==> src/rtl/apb_regfile_slave_if.sv <==
// APB bus bundle between the upstream bridge (master) and the register-file slave.
// The slave modport has the transfer controls as inputs and the completion response as outputs.
interface apb_regfile_slave_if #(
  parameter int ADDR_WIDTH = 32,
  parameter int DATA_WIDTH = 32
);
  logic [ADDR_WIDTH-1:0] paddr_i;
  logic                  psel_i;
  logic                  penable_i;
  logic                  pwrite_i;
  logic [DATA_WIDTH-1:0] pwdata_i;
  logic [3:0]            pstrb_i;
  logic                  pready_o;
  logic [DATA_WIDTH-1:0] prdata_o;
  logic                  pslverr_o;

  modport master (
    output paddr_i, psel_i, penable_i, pwrite_i, pwdata_i, pstrb_i,
    input  pready_o, prdata_o, pslverr_o
  );

  modport slave (
    input  paddr_i, psel_i, penable_i, pwrite_i, pwdata_i, pstrb_i,
    output pready_o, prdata_o, pslverr_o
  );
endinterface

==> src/rtl/apb_regfile_slave.sv <==
// APB register-file slave: NUM_REGS x 32-bit registers (register 0 is a read-only ID),
// programmable wait states, byte-lane write strobes and slave-error responses.
module apb_regfile_slave #(
  parameter int          ADDR_WIDTH  = 32,
  parameter int          DATA_WIDTH  = 32,
  parameter int          NUM_REGS    = 16,
  parameter int          WAIT_CYCLES = 2,
  parameter logic [31:0] ID_VALUE    = 32'hA5B0_0001
) (
  input  logic               pclk_i,
  input  logic               prst_i,
  apb_regfile_slave_if.slave bus
);
  localparam int IDX_W = ADDR_WIDTH - 2;
  localparam int SEL_W = $clog2(NUM_REGS);

  localparam logic [0:0] IDLE   = 1'b0;
  localparam logic [0:0] ACCESS = 1'b1;

  logic [0:0]            state_q, state_d;
  logic [7:0]            cnt_q, cnt_d;
  logic [DATA_WIDTH-1:0] regs_q [NUM_REGS];
  logic [DATA_WIDTH-1:0] regs_d [NUM_REGS];

  logic [IDX_W-1:0]      index;
  logic [SEL_W-1:0]      sel;
  logic                  err;
  logic                  complete;
  logic                  wr_en;
  logic [DATA_WIDTH-1:0] rdata;

  function automatic logic [DATA_WIDTH-1:0] merge_bytes(
    input logic [DATA_WIDTH-1:0] old_val,
    input logic [DATA_WIDTH-1:0] new_val,
    input logic [3:0]            lanes
  );
    logic [DATA_WIDTH-1:0] res;
    res = old_val;
    for (int b = 0; b < 4; b++) begin
      if (lanes[b]) res[8*b +: 8] = new_val[8*b +: 8];
    end
    return res;
  endfunction

  assign index = bus.paddr_i[ADDR_WIDTH-1:2];
  assign sel   = index[SEL_W-1:0];

  // Any out-of-range index is flagged here, so the truncated sel is only trusted when err is low.
  assign err = (bus.paddr_i[1:0] != 2'b00)
            || (index >= IDX_W'(NUM_REGS))
            || (bus.pwrite_i && (index == '0));

  assign complete = (state_q == ACCESS) && bus.psel_i && bus.penable_i && (cnt_q == 8'd0);
  assign wr_en    = complete && bus.pwrite_i && !err;

  assign rdata = (index == '0) ? ID_VALUE : regs_q[sel];

  assign bus.pready_o  = complete;
  assign bus.pslverr_o = complete && err;
  assign bus.prdata_o  = (complete && !bus.pwrite_i && !err) ? rdata : '0;

  // Slot 0 is never stored: reads of index 0 come from ID_VALUE.
  assign regs_d[0] = '0;

  generate
    for (genvar gi = 1; gi < NUM_REGS; gi++) begin : g_reg
      logic hit;
      assign hit        = wr_en && (sel == SEL_W'(gi));
      assign regs_d[gi] = merge_bytes(regs_q[gi], bus.pwdata_i, hit ? bus.pstrb_i : 4'b0000);
    end
  endgenerate

  always_comb begin
    state_d = state_q;
    cnt_d   = cnt_q;
    case (state_q)
      IDLE: begin
        if (bus.psel_i && !bus.penable_i) begin
          state_d = ACCESS;
          cnt_d   = 8'(WAIT_CYCLES);
        end
      end
      ACCESS: begin
        if (!bus.psel_i) begin
          state_d = IDLE;
          cnt_d   = 8'd0;
        end else if (!bus.penable_i) begin
          cnt_d = 8'(WAIT_CYCLES);
        end else if (cnt_q == 8'd0) begin
          state_d = IDLE;
        end else begin
          cnt_d = cnt_q - 8'd1;
        end
      end
      default: begin
        state_d = IDLE;
        cnt_d   = 8'd0;
      end
    endcase
  end

  always_ff @(posedge pclk_i or negedge prst_i) begin
    if (!prst_i) begin
      state_q <= IDLE;
      cnt_q   <= 8'd0;
      for (int i = 0; i < NUM_REGS; i++) regs_q[i] <= '0;
    end else begin
      state_q <= state_d;
      cnt_q   <= cnt_d;
      for (int i = 0; i < NUM_REGS; i++) regs_q[i] <= regs_d[i];
    end
  end
endmodule

==> src/flat_wrapper.sv <==
// flat-port wrapper written by rule: the top's interface ports become plain ports
module apb_regfile_slave_flat 
#(
  parameter int          ADDR_WIDTH  = 32,
  parameter int          DATA_WIDTH  = 32,
  parameter int          NUM_REGS    = 16,
  parameter int          WAIT_CYCLES = 2,
  parameter logic [31:0] ID_VALUE    = 32'hA5B0_0001
)
  (pclk_i, prst_i, bus_paddr_i, bus_psel_i, bus_penable_i, bus_pwrite_i, bus_pwdata_i, bus_pstrb_i, bus_pready_o, bus_prdata_o, bus_pslverr_o);
  apb_regfile_slave_if #(.ADDR_WIDTH(ADDR_WIDTH), .DATA_WIDTH(DATA_WIDTH)) bus_i ();
  input  logic pclk_i;
  input  logic prst_i;
  input wire logic [$bits(bus_i.paddr_i)-1:0] bus_paddr_i;
  input wire logic [$bits(bus_i.psel_i)-1:0] bus_psel_i;
  input wire logic [$bits(bus_i.penable_i)-1:0] bus_penable_i;
  input wire logic [$bits(bus_i.pwrite_i)-1:0] bus_pwrite_i;
  input wire logic [$bits(bus_i.pwdata_i)-1:0] bus_pwdata_i;
  input wire logic [$bits(bus_i.pstrb_i)-1:0] bus_pstrb_i;
  output wire logic [$bits(bus_i.pready_o)-1:0] bus_pready_o;
  output wire logic [$bits(bus_i.prdata_o)-1:0] bus_prdata_o;
  output wire logic [$bits(bus_i.pslverr_o)-1:0] bus_pslverr_o;
  assign bus_i.paddr_i = bus_paddr_i;
  assign bus_i.psel_i = bus_psel_i;
  assign bus_i.penable_i = bus_penable_i;
  assign bus_i.pwrite_i = bus_pwrite_i;
  assign bus_i.pwdata_i = bus_pwdata_i;
  assign bus_i.pstrb_i = bus_pstrb_i;
  assign bus_pready_o = bus_i.pready_o;
  assign bus_prdata_o = bus_i.prdata_o;
  assign bus_pslverr_o = bus_i.pslverr_o;
  apb_regfile_slave #(.ADDR_WIDTH(ADDR_WIDTH), .DATA_WIDTH(DATA_WIDTH), .NUM_REGS(NUM_REGS), .WAIT_CYCLES(WAIT_CYCLES), .ID_VALUE(ID_VALUE)) u_core (.pclk_i(pclk_i), .prst_i(prst_i), .bus(bus_i));
endmodule
==> config.mk <==
export PLATFORM = sky130hd
export DESIGN_NAME = apb_regfile_slave_flat
export DESIGN_NICKNAME = d
export VERILOG_FILES = /design/src/rtl/apb_regfile_slave_if.sv /design/src/rtl/apb_regfile_slave.sv /design/src/flat_wrapper.sv
export SDC_FILE = /design/constraint.sdc
export NUM_CORES = 1
export LEC_CHECK = 0
export ABC_AREA = 1
export CORE_ASPECT_RATIO = 2
export CORE_MARGIN = 3
export CORE_UTILIZATION = 45
export DETAILED_ROUTE_END_ITERATION = 10
export PLACE_DENSITY = 0.59
export SYNTH_ARGS = -nofsm -noshare
export SYNTH_HDL_FRONTEND = slang
export SYNTH_SLANG_ARGS = --single-unit
==> constraint.sdc <==
create_clock -name pclk_i -period 2.3 [get_ports pclk_i]
set_clock_uncertainty 0.15 [all_clocks]
set_input_delay 0.345 -clock pclk_i [delete_from_list [all_inputs] [get_ports pclk_i]]
set_output_delay 0.345 -clock pclk_i [all_outputs]
set_load 0.01 [all_outputs]
== Yosys cells after proc, flatten, opt, wreduce, memory -nomap -nowiden ==
Index checks and enable logic that the tools add are counted.

* Add/subtract/negate cells: 1
* Magnitude comparators: 2
* Equal/unequal tests: 17
* Mux-type cells: 30
* Bitwise gates (word level): 2
* Reductions and logical operators: 34

{| class="wikitable"
|+ Operators with widths
! kind !! number
|-
| $bmux 32 s4 || 1
|-
| $mux 32 || 4
|-
| $mux 4 || 15
|-
| $eq 4x4->1 const B || 8
|-
| $mux 8 || 4
|-
| $ge 30x5->1 const B || 1
|-
| $logic_not 30->1 || 1
|-
| $logic_and 1x1->1 || 25
|-
| $eq 4x3->1 const B || 4
|-
| $pmux 8 s2 || 1
|-
| $eq 4x2->1 const B || 2
|-
| $logic_not 8->1 || 1
|-
| $sub 8x1->8 const B || 1
|-
| $ge 5x5->1 const B || 1
|-
| $not 4->5 || 1
|-
| $eq 4x1->1 const B || 1
|-
| $mux 1 || 4
|-
| $ne 4x4->1 const B || 1
|-
| $logic_not 1->1 || 3
|-
| $logic_or 1x1->1 || 2
|-
| $ne 2x1->1 const B || 1
|-
| $pmux 1 s2 || 1
|-
| $reduce_and 2->1 || 1
|-
| $reduce_bool 2->1 || 1
|-
| $not 1->1 || 1
|}

* Bits in registers: 489
* Bits of input ports: 73
* Output and inout port bits: 34
* Word-level logic and storage cells: 148

== Longest topological paths before layout ==
* Depth in word-level cells: 7
* Depth in mapped cells: 13
* Depth with buffers taken out: 11

== Worst setup path after synthesis ==
No wires, ideal clock.

* Kind: register to output
* From: reg u_core.cnt_q[0]
* To: out bus_prdata_o[10]
* Arrival: 1.735 ns
* Data required time: 1.805 ns
* Setup slack: 0.070 ns
* Stages on the path, launching flop included: 12
* Path buffers: 1
* Cell sequence: dfrtp_1 > inv_1 > ha_1 > nand3_1 > inv_2 > nand3_2 > inv_1 > nand2_1 > nor2_1 > nand2_1 > buf_2 > nor2_1

* Cells in the longest elaborated chain, start to end: 5

{| class="wikitable"
|+ Ends and longest elaborated chain
! element !! line !! RTL
|-
| from (decl) || apb_regfile_slave.sv:21 || <nowiki>logic [7:0] cnt_q, cnt_d;</nowiki>
|-
| from (signal assigned) || apb_regfile_slave.sv:109 || <nowiki>cnt_q <= cnt_d;</nowiki>
|-
| $logic_not 8->1 || apb_regfile_slave.sv:53 || <nowiki>assign complete = (state_q == ACCESS) && bus.psel_i && bus.penable_i && (cnt_q == 8'd0);</nowiki>
|-
| $logic_and 1x1->1 || apb_regfile_slave.sv:53 ||
|-
| via bus_pready_o || flat_wrapper.sv:20 || <nowiki>output wire logic [$bits(bus_i.pready_o)-1:0] bus_pready_o;</nowiki>
|-
| $logic_and 1x1->1 (2 in a row) || apb_regfile_slave.sv:60 || <nowiki>assign bus.prdata_o = (complete && !bus.pwrite_i && !err) ? rdata : '0;</nowiki>
|-
| $mux 32 || apb_regfile_slave.sv:60 ||
|-
| to (decl) || flat_wrapper.sv:21 || <nowiki>output wire logic [$bits(bus_i.prdata_o)-1:0] bus_prdata_o;</nowiki>
|}

The timed path passes the listed nets, and every way through them passes these cells.

== Worst setup path after layout ==
* From: reg u_core.cnt_q[1]
* To: out bus_prdata_o[17]

* Cells in the longest elaborated chain, start to end: 5

{| class="wikitable"
|+ Ends and longest elaborated chain
! element !! line
|-
| $logic_not 8->1 || apb_regfile_slave.sv:53
|-
| $logic_and 1x1->1 || apb_regfile_slave.sv:53
|-
| $logic_and 1x1->1 (2 in a row) || apb_regfile_slave.sv:60
|-
| $mux 32 || apb_regfile_slave.sv:60
|}

No other way between the ends.

==> results.py <==
metrics = {
    "cells_and_area": {
        "final_common_cell": "nand2_1",
        "syn2layout_area_growth_pct": 38.6,
        "fin_nets": 3351,
        "layout-drive-gt1-share_pct": 26.2,
        "final_cell_mix": "nand2_1 (937), nand4_1 (511), dfrtp_1 (489)",
        "insertedDiodeCount": 0,
        "final_cells": 3972,
        "fillers": 4369,
        "fin_util_pct": 63.3,
    },
    "setup_path": {
        "cp_max_fo": 5,
        "endpoint_kind": "primary output",
        "crit_arrival_ns": 2.37,
        "critPathKind": "reg -> out",
        "required_ns": 1.80,
        "worstSetupStartpointType": "flip-flop",
    },
    "sta": {
        "rsz0062_at_grt": "yes",
        "final.setup.tns_ns": -168.41,
        "hold_viol": 0,
        "worst_slack_ns": -0.562,
        "relSlewSlack_pct": 50.0,
        "tightest_slew_ns": 0.751,
        "post-route-min-period_ns": 2.86,
        "max_freq_mhz": 349,
        "finalCritPeriodShare_pct": 124,
        "setup_viol": 513,
        "drv_slew": 0,
    },
    "place": {
        "placedCellCount": 3790,
        "gp_congestion": 0.905,
        "numPortBuffers": 106,
        "place_ws_ns": -0.969,
        "dp_hpwl_um": 61600,
    },
    "route": {
        "routed_wl_um": 95700,
        "drc": 0,
        "via_per_inst": 6.29,
        "wire_per_inst_um": 24.1,
        "vias": 24975,
        "ant_nets": 0,
        "first_pass_iters": 8,
        "drtIter0Drc": 2711,
    },
    "flow_run": {
        "maxCapViolations": 0,
    },
    "clock_tree": {
        "h-tree-depth": 2,
        "clk_pin_slew_ns": 0.07,
        "root_buffer": "clkbuf_16",
        "cts_tree": "built",
        "cts_buffer_depth": 3,
        "clock_sinks": 489,
        "cts_buffers": 46,
        "clk_latency_ns": 0.59,
    },
    "die": {
        "num_rows": 118,
        "dieArea_um2": 55700,
        "core_area_um2": 52000,
        "chipWidth_um": 168,
        "die_height_um": 331,
        "start_util_pct": 45.7,
        "io_pins": 107,
    },
    "synthesis": {
        "ys_ff_latch": 489,
        "ys_async_sr_fraction_pct": 100,
        "synth_nets": 2962,
        "synth_top_family_by_area": "simple AND/OR/NAND/NOR gates",
        "yosysTopAreaCell": "dfrtp_1",
        "muxShareOfSynthArea_pct": 0,
        "synth_compound_area_share_pct": 8.62,
        "syn_inst": 2888,
        "synth_enable_flop_cells": 0,
        "seq_area_frac_synth_pct": 51.5,
        "synth_warnings": 0,
        "synthSimpleGateAreaFrac_pct": 34.0,
        "ys_top_cells_by_area": "dfrtp_1 (52%), nand2_1 (17%), nand4_1 (13%)",
        "synth-xor-area-share_pct": 0,
        "syn_area_um2": 23800,
        "synthFlopType": "dfrtp_1",
        "synth_top_area_share_pct": 51.5,
        "syn_area_per_cell_um2": 8.22,
        "synthAdderAreaFrac_pct": 0.0527,
        "yosysUniqueCellTypes": 28,
    },
    "outcome": {
        "violations": "negative setup slack",
        "status": "finished, violations left",
    },
    "power_and_ir_drop": {
        "power_density_nw_per_um2": 574,
        "total_power_mw": 18.9,
        "leakage_nw": 16.3,
        "max-vdd-ir-drop_mv": 0.738,
    },
    "grt": {
        "grt-ovfl-total": 0,
        "grt_first_pass_wirelength_um": 146000,
        "grt_max_degree": 92,
        "track_usage_pct": 33.5,
        "grt_pass1_vias": 24774,
        "antenna_found_initial": 1,
    },
    "worst_hold_path": {
        "hold_path_class": "in -> async",
    },
}
-- Yosys cell counts, types with 8 or more instances --
library cell	instances
nand3_1	72
o22ai_1	161
dfrtp_1	489
clkbuf_1	157
a22oi_1	51
nand4_1	511
nor2_1	85
a21oi_1	30
nand2_1	1069
inv_1	22
nor2_2	8
buf_6	21
buf_1	14
buf_2	66
o21ai_0	99
-- final timing paths --
kind | startpoint | end | slack (ns) | depth (start not counted)
setup / recovery | u_core.cnt_q[1] | bus_prdata_o[17] | -0.56 | 12
hold / removal | prst_i | u_core.regs_q[68] | 0.08 | 2
setup reg to reg | u_core.cnt_q[1] | u_core.regs_q[224] | -0.42 | 19
hold reg to reg | u_core.regs_q[189] | u_core.regs_q[189] | 0.32 | 2
max in group asynchronous | prst_i | u_core.regs_q[157] | 1.04 | 3
min in group pclk_i | bus_pstrb_i[0] | u_core.regs_q[225] | 0.09 | 3
-- registers in the layout, indices dropped and copies added (netlist names) --
signal / cells
u_core.cnt_q: 8
u_core.state_q: 1
u_core.regs_q: 480
-- worst max-delay path, stage by stage (launching register included) --
cell	delay [ns]
dfrtp_1	0.39
inv_2	0.08
ha_4	0.15
nand3_4	0.09
inv_4	0.08
nand3_4	0.11
inv_4	0.10
nand2_4	0.06
nor2_4	0.17
nand2_8	0.15
buf_16	0.21
nor2_4	0.09
buf_6	0.10
-- routing by layer --
| layer | up-vias | track usage [%] | part of all wire, % | wire length [um] |
|---|---|---|---|---|
| met5 | - | 0 | 0.014 | 13 |
| met2 | 1438 | 56.9 | 50 | 47500 |
| met4 | 2 | 19.2 | 6.3 | 6040 |
| met1 | 12228 | 40.7 | 36 | 34500 |
| li1 | 10970 | - | - | - |
| met3 | 337 | 4.82 | 8.0 | 7640 |
-- cell families (layout without fill, tap and decap cells) --
logic type / after synthesis / in the layout
AND/OR/NAND/NOR: 1762 / 1762
flip-flops: 489 / 489
AO/OA/AOI/OAI: 343 / 343
buffers and inverters: 293 / 717
adder cells (fa/ha/maj): 1 / 1
-- power by group --
group          leakage (nW)  switching, mW  total (mW)  internal [mW]
Clock                 0.736           3.51        7.90           4.38
Combinational          8.74           1.48        2.30          0.820
Sequential             6.83         0.0338        8.68           8.65
Total                  16.3           5.02        18.9           13.9
-- through the flow --
stage | area (um^2) | hold slack [ns]
after floorplan | 23800 | -0.101
after global placement | 28100 | 0.116
after detailed placement | 28100 | 0.122
after CTS | 32200 | 0.0478
after global routing | 32900 | 0.0910
final | 32900 | 0.0836
-- area by class of cell --
| class | count | area [um^2] | share of cell area, % |
|---|---|---|---|
| flip-flops and latches | 489 | 12200 | 37.2 |
| multi-input cells | 2106 | 11300 | 34.3 |
| inverters | 29 | 121 | 0.369 |
| well taps | 660 | 826 | 2.51 |
| clock inverters | 10 | 103 | 0.312 |
| clock buffers | 73 | 1400 | 4.24 |
| repair buffers | 605 | 6930 | 21.1 |
-- timing repair --
action,4_1_cts,5_1_grt
endpoints found under the setup margin,514,514
pin swaps,116,55
endpoints found under the hold margin,321,0
setup buffers,58,17
resized for setup,433,224
gates cloned,33,10
hold buffers,1,0
Note: power is estimated with default switching activity, not from simulation.
